### src/rtl/tx_ser_if.sv
// Byte-request and serial-line signals between a transmit client and tx_ser.
// The master drives the byte request; the slave (tx_ser) drives the line and status.
interface tx_ser_if;
    logic [7:0] p_data;
    logic       data_valid;
    logic       par_en;
    logic       par_typ;
    logic       ready;
    logic       tx_out;
    logic       start;
    logic       busy;

    modport master (
        output p_data, data_valid, par_en, par_typ,
        input  ready, tx_out, start, busy
    );

    modport slave (
        input  p_data, data_valid, par_en, par_typ,
        output ready, tx_out, start, busy
    );
endinterface

### src/rtl/tx_ser.sv
// Serialiser: 1 start bit, 8 data bits LSB first, optional parity, 1 stop bit.
// A one-entry holding register allows back-to-back frames with no idle gap.
module tx_ser (
    input  logic    clk,
    input  logic    rst,
    tx_ser_if.slave bus
);
    typedef enum logic [2:0] {StIdle, StStart, StData, StParity, StStop} state_e;

    state_e     state_q, state_d;
    logic [2:0] cnt_q, cnt_d;
    logic [7:0] shf_q, shf_d;
    logic       par_en_q, par_en_d;
    logic       par_bit_q, par_bit_d;
    logic [7:0] hold_data_q, hold_data_d;
    logic       hold_pe_q, hold_pe_d;
    logic       hold_pt_q, hold_pt_d;
    logic       hold_full_q, hold_full_d;
    logic       tx_q, tx_d;
    logic       start_q, start_d;
    logic       busy_q, busy_d;
    logic       ready_q, ready_d;
    logic       accept;
    logic       load;

    // ready_q is only high while the holding register is empty, so accept and load never coincide.
    assign accept = bus.data_valid & ready_q;

    always_ff @(posedge clk or negedge rst) begin
        if (!rst) begin
            state_q     <= StIdle;
            cnt_q       <= 3'd0;
            shf_q       <= 8'd0;
            par_en_q    <= 1'b0;
            par_bit_q   <= 1'b0;
            hold_data_q <= 8'd0;
            hold_pe_q   <= 1'b0;
            hold_pt_q   <= 1'b0;
            hold_full_q <= 1'b0;
            tx_q        <= 1'b1;
            start_q     <= 1'b0;
            busy_q      <= 1'b0;
            ready_q     <= 1'b1;
        end else begin
            state_q     <= state_d;
            cnt_q       <= cnt_d;
            shf_q       <= shf_d;
            par_en_q    <= par_en_d;
            par_bit_q   <= par_bit_d;
            hold_data_q <= hold_data_d;
            hold_pe_q   <= hold_pe_d;
            hold_pt_q   <= hold_pt_d;
            hold_full_q <= hold_full_d;
            tx_q        <= tx_d;
            start_q     <= start_d;
            busy_q      <= busy_d;
            ready_q     <= ready_d;
        end
    end

    always_comb begin
        state_d     = state_q;
        cnt_d       = cnt_q;
        shf_d       = shf_q;
        par_en_d    = par_en_q;
        par_bit_d   = par_bit_q;
        hold_data_d = hold_data_q;
        hold_pe_d   = hold_pe_q;
        hold_pt_d   = hold_pt_q;
        hold_full_d = hold_full_q;
        load        = 1'b0;
        case (state_q)
            StIdle:   load = hold_full_q;
            StStart: begin
                state_d = StData;
                cnt_d   = 3'd0;
            end
            StData: begin
                cnt_d = cnt_q + 3'd1;
                if (cnt_q == 3'd7) begin
                    state_d = par_en_q ? StParity : StStop;
                end
            end
            StParity: state_d = StStop;
            StStop: begin
                load    = hold_full_q;
                state_d = StIdle;
            end
            default:  state_d = StIdle;
        endcase
        // Parity is resolved at load time so the in-flight frame depends only on latched values.
        if (load) begin
            state_d     = StStart;
            shf_d       = hold_data_q;
            par_en_d    = hold_pe_q;
            par_bit_d   = (^hold_data_q) ^ hold_pt_q;
            hold_full_d = 1'b0;
        end
        if (accept) begin
            hold_full_d = 1'b1;
            hold_data_d = bus.p_data;
            hold_pe_d   = bus.par_en;
            hold_pt_d   = bus.par_typ;
        end
    end

    // Outputs are computed from next state so the registered line bit aligns with the state.
    always_comb begin
        tx_d    = 1'b1;
        start_d = 1'b1;
        case (state_d)
            StIdle:   start_d = 1'b0;
            StStart:  tx_d = 1'b0;
            StData:   tx_d = shf_d[cnt_d];
            StParity: tx_d = par_bit_d;
            StStop:   tx_d = 1'b1;
            default:  start_d = 1'b0;
        endcase
        busy_d  = (state_d != StIdle) | hold_full_d;
        ready_d = ~hold_full_d;
    end

    assign bus.tx_out = tx_q;
    assign bus.start  = start_q;
    assign bus.busy   = busy_q;
    assign bus.ready  = ready_q;
endmodule

### src/flat_wrapper.sv
// flat-port wrapper written by rule: the top's interface ports become plain ports
module tx_ser_flat 
  (clk, rst, bus_p_data, bus_data_valid, bus_par_en, bus_par_typ, bus_ready, bus_tx_out, bus_start, bus_busy);
  tx_ser_if bus_i ();
  input  logic clk;
  input  logic rst;
  input wire logic [$bits(bus_i.p_data)-1:0] bus_p_data;
  input wire logic [$bits(bus_i.data_valid)-1:0] bus_data_valid;
  input wire logic [$bits(bus_i.par_en)-1:0] bus_par_en;
  input wire logic [$bits(bus_i.par_typ)-1:0] bus_par_typ;
  output wire logic [$bits(bus_i.ready)-1:0] bus_ready;
  output wire logic [$bits(bus_i.tx_out)-1:0] bus_tx_out;
  output wire logic [$bits(bus_i.start)-1:0] bus_start;
  output wire logic [$bits(bus_i.busy)-1:0] bus_busy;
  assign bus_i.p_data = bus_p_data;
  assign bus_i.data_valid = bus_data_valid;
  assign bus_i.par_en = bus_par_en;
  assign bus_i.par_typ = bus_par_typ;
  assign bus_ready = bus_i.ready;
  assign bus_tx_out = bus_i.tx_out;
  assign bus_start = bus_i.start;
  assign bus_busy = bus_i.busy;
  tx_ser u_core (.clk(clk), .rst(rst), .bus(bus_i));
endmodule
### config.mk
export PLATFORM = sky130hd
export DESIGN_NAME = tx_ser_flat
export DESIGN_NICKNAME = d
export VERILOG_FILES = /design/src/rtl/tx_ser_if.sv /design/src/rtl/tx_ser.sv /design/src/flat_wrapper.sv
export SDC_FILE = /design/constraint.sdc
export NUM_CORES = 1
export LEC_CHECK = 0
export CORE_ASPECT_RATIO = 2
export CORE_MARGIN = 3
export CORE_UTILIZATION = 49
export DETAILED_ROUTE_END_ITERATION = 8
export HOLD_SLACK_MARGIN = 0.03
export PLACE_DENSITY = 0.74
export SETUP_SLACK_MARGIN = 0.05
export SLEW_MARGIN = 20
export SYNTH_ARGS = -nofsm -noshare
export SYNTH_HDL_FRONTEND = slang
export SYNTH_SLANG_ARGS = --single-unit
### constraint.sdc
create_clock -name clk -period 1.9 [get_ports clk]
set_input_delay 0.19 -clock clk [delete_from_list [all_inputs] [get_ports clk]]
set_output_delay 0.19 -clock clk [all_outputs]
set_load 0.05 [all_outputs]
# Yosys cells after proc, flatten, opt, wreduce, memory -nomap -nowiden
# Index checks and enable logic that the tools add are counted.
# W data, S select, Z words.
totals:
  register_bits: 31
  inputBits: 13
  output_inout_bits: 4
  word_cells: 47
op_classes:
  addsub: 1
  order_cmp: 1
  eq_ne: 9
  muxes: 14
  bitwise_logic: 4
  n_reduce_logical: 5
ops:
  columns: ["cell", "n"]
  rows:
  - ["$eq A3 B2 Y1 const B", 4]
  - ["$pmux W3 S4", 1]
  - ["$eq A3 B3 Y1 const B", 3]
  - ["$mux W3", 3]
  - ["$mux W8", 1]
  - ["$reduce_xor A8 Y1", 1]
  - ["$eq A3 B1 Y1 const B", 2]
  - ["$mux W1", 6]
  - ["$pmux W3 S2", 1]
  - ["$lt A3 B4 Y1 const B", 1]
  - ["$reduce_or A4 Y1", 1]
  - ["$add A3 B1 Y3 const B", 1]
  - ["$bmux W1 S3", 1]
  - ["$logic_not A3 Y1", 1]
  - ["$pmux W1 S3", 1]
  - ["$reduce_bool A3 Y1", 1]
  - ["$reduce_or A2 Y1", 1]
  - ["$and A1 B1 Y1", 1]
  - ["$not A1 Y1", 1]
  - ["$or A1 B1 Y1", 1]
  - ["$xor A1 B1 Y1", 1]

# Logic depth before layout (Yosys ltp)
# Gate-level depths: netlist (run 1).
depth:
  ltp_word: 7
  depth_mapped: 8
  ltp_nobuf: 8

# Worst setup path after synthesis (run 1)
# OpenSTA, ideal clock, no wires.
synth_timing:
  kind: "reg2reg"
  start: "register u_core.cnt_q[0]"
  end: "register u_core.tx_q, in the netlist u_core.bus.tx_out"
  setup_time_ps: 61
  arrival_ps: 1816
  required_time_ps: 1839
  slack_ps: 23
  stages_incl_launch_ff: 9
  n_path_buf: 0
  synth_period_minus_slack_ps: 1877
  cell_sequence: "dfrtp_1 > ha_1 > ha_1 > nand2b_1 > o21ai_0 > a22o_1 > or3b_1 > nand4_1 > a31o_1"
synth_between:
  word_cells_on_any_way: 12
  cone_classes: "1 x add/sub; 4 x eq/ne; 7 x mux"
synth_rtl:
  columns: ["item", "line", "source"]
  rows:
  - ["from (decl)", "tx_ser.sv:11", "logic [2:0] cnt_q, cnt_d;"]
  - ["from (signal assigned)", "tx_ser.sv:46", "cnt_q <= cnt_d;"]
  - ["$add A3 B1 Y3", "tx_ser.sv:79", "cnt_d = cnt_q + 3'd1;"]
  - ["$pmux W3 S2", "tx_ser.sv:72", "case (state_q)"]
  - ["via u_core.cnt_d[2]", "tx_ser.sv:11", null]
  - ["$bmux W1 S3", "tx_ser.sv:114", "StData: tx_d = shf_d[cnt_d];"]
  - ["$mux W1 (not written as such)", "tx_ser.sv:114", null]
  - ["$pmux W1 S3", "tx_ser.sv:111", "case (state_d)"]
  - ["via u_core.tx_d", "tx_ser.sv:19", "logic tx_q, tx_d;"]
  - ["to (signal assigned)", "tx_ser.sv:54", "tx_q <= tx_d;"]
  - ["to (decl)", "tx_ser.sv:19", null]
# The timed path passes the listed nets, and every way through them passes these cells. The select of a mux whose other input is x is not followed.
# A chain may end at the register's enable or synchronous reset.

# Worst setup path after layout (run 1)
layout_timing:
  start: "register u_core.cnt_q[1]"
  end: "register u_core.tx_q, in the netlist u_core.bus.tx_out"
# The elaborated chain is that of the path after synthesis.

==> results of run 1 <==
cell families (layout without fill, tap and decap cells):
group	after synthesis	after routing	synth area share [%]
flops	31	31	54.3
buf+inv	9	47	2.79
compound gates	15	15	8.12
xor+xnor	8	8	4.89
fa+ha+maj	2	2	1.75
mux	23	23	17.6
simple gates	24	24	10.5
state kept, by name, summed over array words and instances (netlist names):
name,count
u_core.bus.tx_out,1
u_core.hold_full_q,1
u_core.par_en_q,1
u_core.bus.busy,1
u_core.par_bit_q,1
u_core.hold_pt_q,1
u_core.shf_q,8
u_core.hold_data_q,8
u_core.bus.start,1
u_core.hold_pe_q,1
u_core.cnt_q,3
u_core.bus.ready,1
u_core.state_q,3
worst reg2reg max path: cells and delay by family (launching register included):
family          cells  cell delay [ns]
compound gates      3             0.51
fa+ha+maj           2             0.45
flops               1             0.39
simple gates        3             0.50
per-stage QoR:
stage / setup WS (ns) / hold WS, ns / TNS, ns / total power [uW] / cells
2_1_floorplan: 0.0543 / -0.106 / 0 / 2520 / 112
3_3_place_gp: -0.0114 / 0.467 / -0.0114 / 2990 / 164
3_5_place_dp: -0.0532 / 0.476 / -0.0532 / 3050 / 164
4_1_cts: 0.00996 / 0.309 / 0 / 3570 / 174
5_1_grt: -0.0822 / 0.337 / -0.0822 / 3960 / 179
6_report: 0.0112 / 0.297 / 0 / 3690 / 179
area by class of cell:
type                    count  area [um2]
fillers                   222         903
flip-flops and latches     31         781
multi-input cells          72         648
repair buffers             34         299
clock buffers               5        68.8
well taps                  29        36.3
inverters                   5        18.8
clock inverters             3        15.0
power breakdown:
part	leakage (uW)	internal, uW	switching [uW]
registers	0.000364	1010	231
logic	0.000412	1060	904
clock network	0.0000477	250	232
routing by layer:
metal / track usage [%] / wire, um / share of wire (%)
met3: 3.90 / 74 / 2.7
met1: 16.8 / 917 / 34
met2: 31.9 / 1620 / 59
met4: 10.6 / 113 / 4.1
met5: 0 / 0 / 0
cell usage after synthesis, drive strengths merged:
cell type | n | area share [%]
o21ai | 5 | 1.7
mux2 | 18 | 14
o21bai | 1 | 0.79
nand4 | 1 | 0.44
dfstp | 2 | 3.7
and3 | 1 | 0.79
nor4b | 1 | 1.0
nand4b | 1 | 0.61
inv | 4 | 1.0
a31o | 1 | 0.61
a22o | 2 | 1.2
a21oi | 3 | 1.0
xnor2 | 6 | 3.7
nand3b | 1 | 0.52
dfrtp | 29 | 51
a2111o | 1 | 0.79
clkinv | 1 | 0.26
mux2i | 5 | 3.5
nor2 | 5 | 1.3
nand2b | 4 | 1.7
clkbuf | 1 | 0.26
or3b | 2 | 1.2
a211oi | 2 | 1.9
ha | 2 | 1.7
xor2 | 2 | 1.2
nand2 | 6 | 1.6
nand3 | 1 | 0.35
buf | 3 | 1.2
nor3b | 1 | 0.87
repair_timing:
action                                 4_1_cts  5_1_grt
setup endpoints to repair                    1        1
endpoints found under the hold margin        0        0
cloned                                       0        1
pin swaps                                    5        7
setup buffers                                2        4
resized for setup                            1        9
path summary, 6_finish.rpt:
path,to,cells after the start,slack [ns],start
max in group asynchronous,u_core.bus.tx_out,2,1.29,rst
worst max-delay path,u_core.bus.tx_out,8,0.01,u_core.cnt_q[1]
worst max register to register,u_core.bus.tx_out,8,0.01,u_core.cnt_q[1]
worst min-delay path,u_core.par_en_q,2,0.30,rst
min in group clk,u_core.shf_q[3],1,0.49,u_core.shf_q[3]
worst min register to register,u_core.shf_q[3],1,0.49,u_core.shf_q[3]
==> results.ini, run 1 <==
[setup_path]
crit_buf_inv=0
crit_fanout=5
path_cells=ha_2 > ha_4 > nand2b_1 > o21ai_1 > a22o_1 > or3b_1 > nand4_1 > a31o_1
slowest_stage=dfrtp_1
arrival_ns=2.11
critPathKind=flip-flop to flip-flop
cp_top_family=compound AO/OA/AOI/OAI gates
crit_required_ns=2.12
start_kind=flip-flop
cp_slowest_stage_delay_ns=0.39
cp-end-kind=flip-flop

[floorplan]
die_w_um=44.2
die_y_um=82.5
placement_rows=27
start_util_pct=51.7
io_pins=17
dieArea_mm2=0.00365
fp.coreArea_mm2=0.00277

[clock_network]
root_buffer=clkbuf_8
numCtsBuffers=5
clk_latency_ns=0.28
hold_buffers=0
cts.sinks=31
clkTransAtPathRegs_ns=0.07
htree_levels=2
cts_tree=done
clockBufferDepth=2

[final_layout]
design_area_mm2=0.00187
final_cell_mix=dfrtp_1, buf_4, clkdlybuf4s50_1
final_common_cell=dfrtp_1
fin_nets=164
drive_gt1_share_pct=33.3
area_growth_pct=30.3
num_antenna_cells=0
final_util_pct=67.4

[place]
placedInstanceArea_mm2=0.00169
dp_hpwl_um=2010
gp_congestion=0.826
numPortBuffers=16

[timing]
setup_viol=0
clock_skew_ns=0.00749
rsz0062_at_grt=yes
period_share_pct=99.4
min_period_ns=1.89
worstMarginPinSlew_ns=0.501
relSlewSlack_pct=66.5
finalHoldViolations=0
fmax_ghz=0.529
slew_violations=0

[detailed_routing]
wl_per_cell_um=15.2
first_pass_iters=4
drc_errors=0
drt_iter0_markers=11
viasPerCell=5.49
vias=982
routed_wl_um=2730
drtAntennaViolNets=0

[global_route]
grt_overflow=0
grt_max_degree=32
antenna_found_initial=0
grt_pass1_wl_um=4490
grt_pass1_vias=1023
grt.total_usage_pct=17.4

[logic_synthesis]
yosysWarnings=0
synth_area_per_cell_um2=12.8
synth_cells=112
synth_nets=127
synth.distinct_cells=33
synth_seq_area_share_pct=54.3
ys_ff_latch=31
synth_area_mm2=0.00143

[power_and_ir_drop]
p_leak_uw=0.000824
p_per_area_mw_per_mm2=1980
irDropWorstVdd_uv=1220

[run_status]
outcome=completed

[job]
maxCapViolations=0

[hold_path]
hold_class=input port to async pin

(Power assumes the default switching activity.)
==> inputs of run 2 (changes only) <==
--- a/config.mk
+++ b/config.mk
@@ -9,6 +9,7 @@
 export CORE_MARGIN = 3
 export CORE_UTILIZATION = 49
 export DETAILED_ROUTE_END_ITERATION = 8
+export GPL_ROUTABILITY_DRIVEN = 1
 export HOLD_SLACK_MARGIN = 0.03
 export PLACE_DENSITY = 0.74
 export SETUP_SLACK_MARGIN = 0.05
==> results of run 2 <==
Same layout as run 1: the final DEF is identical, and so are final timing and power.
==> inputs of run 3 (changes only) <==
--- a/config.mk
+++ b/config.mk
@@ -10,7 +10,7 @@
 export CORE_UTILIZATION = 49
 export DETAILED_ROUTE_END_ITERATION = 8
 export GPL_ROUTABILITY_DRIVEN = 1
-export HOLD_SLACK_MARGIN = 0.03
+export HOLD_SLACK_MARGIN = 0.02
 export PLACE_DENSITY = 0.74
 export SETUP_SLACK_MARGIN = 0.05
 export SLEW_MARGIN = 20
==> results of run 3 <==
Same layout as run 1: the final DEF is identical, and so are final timing and power.
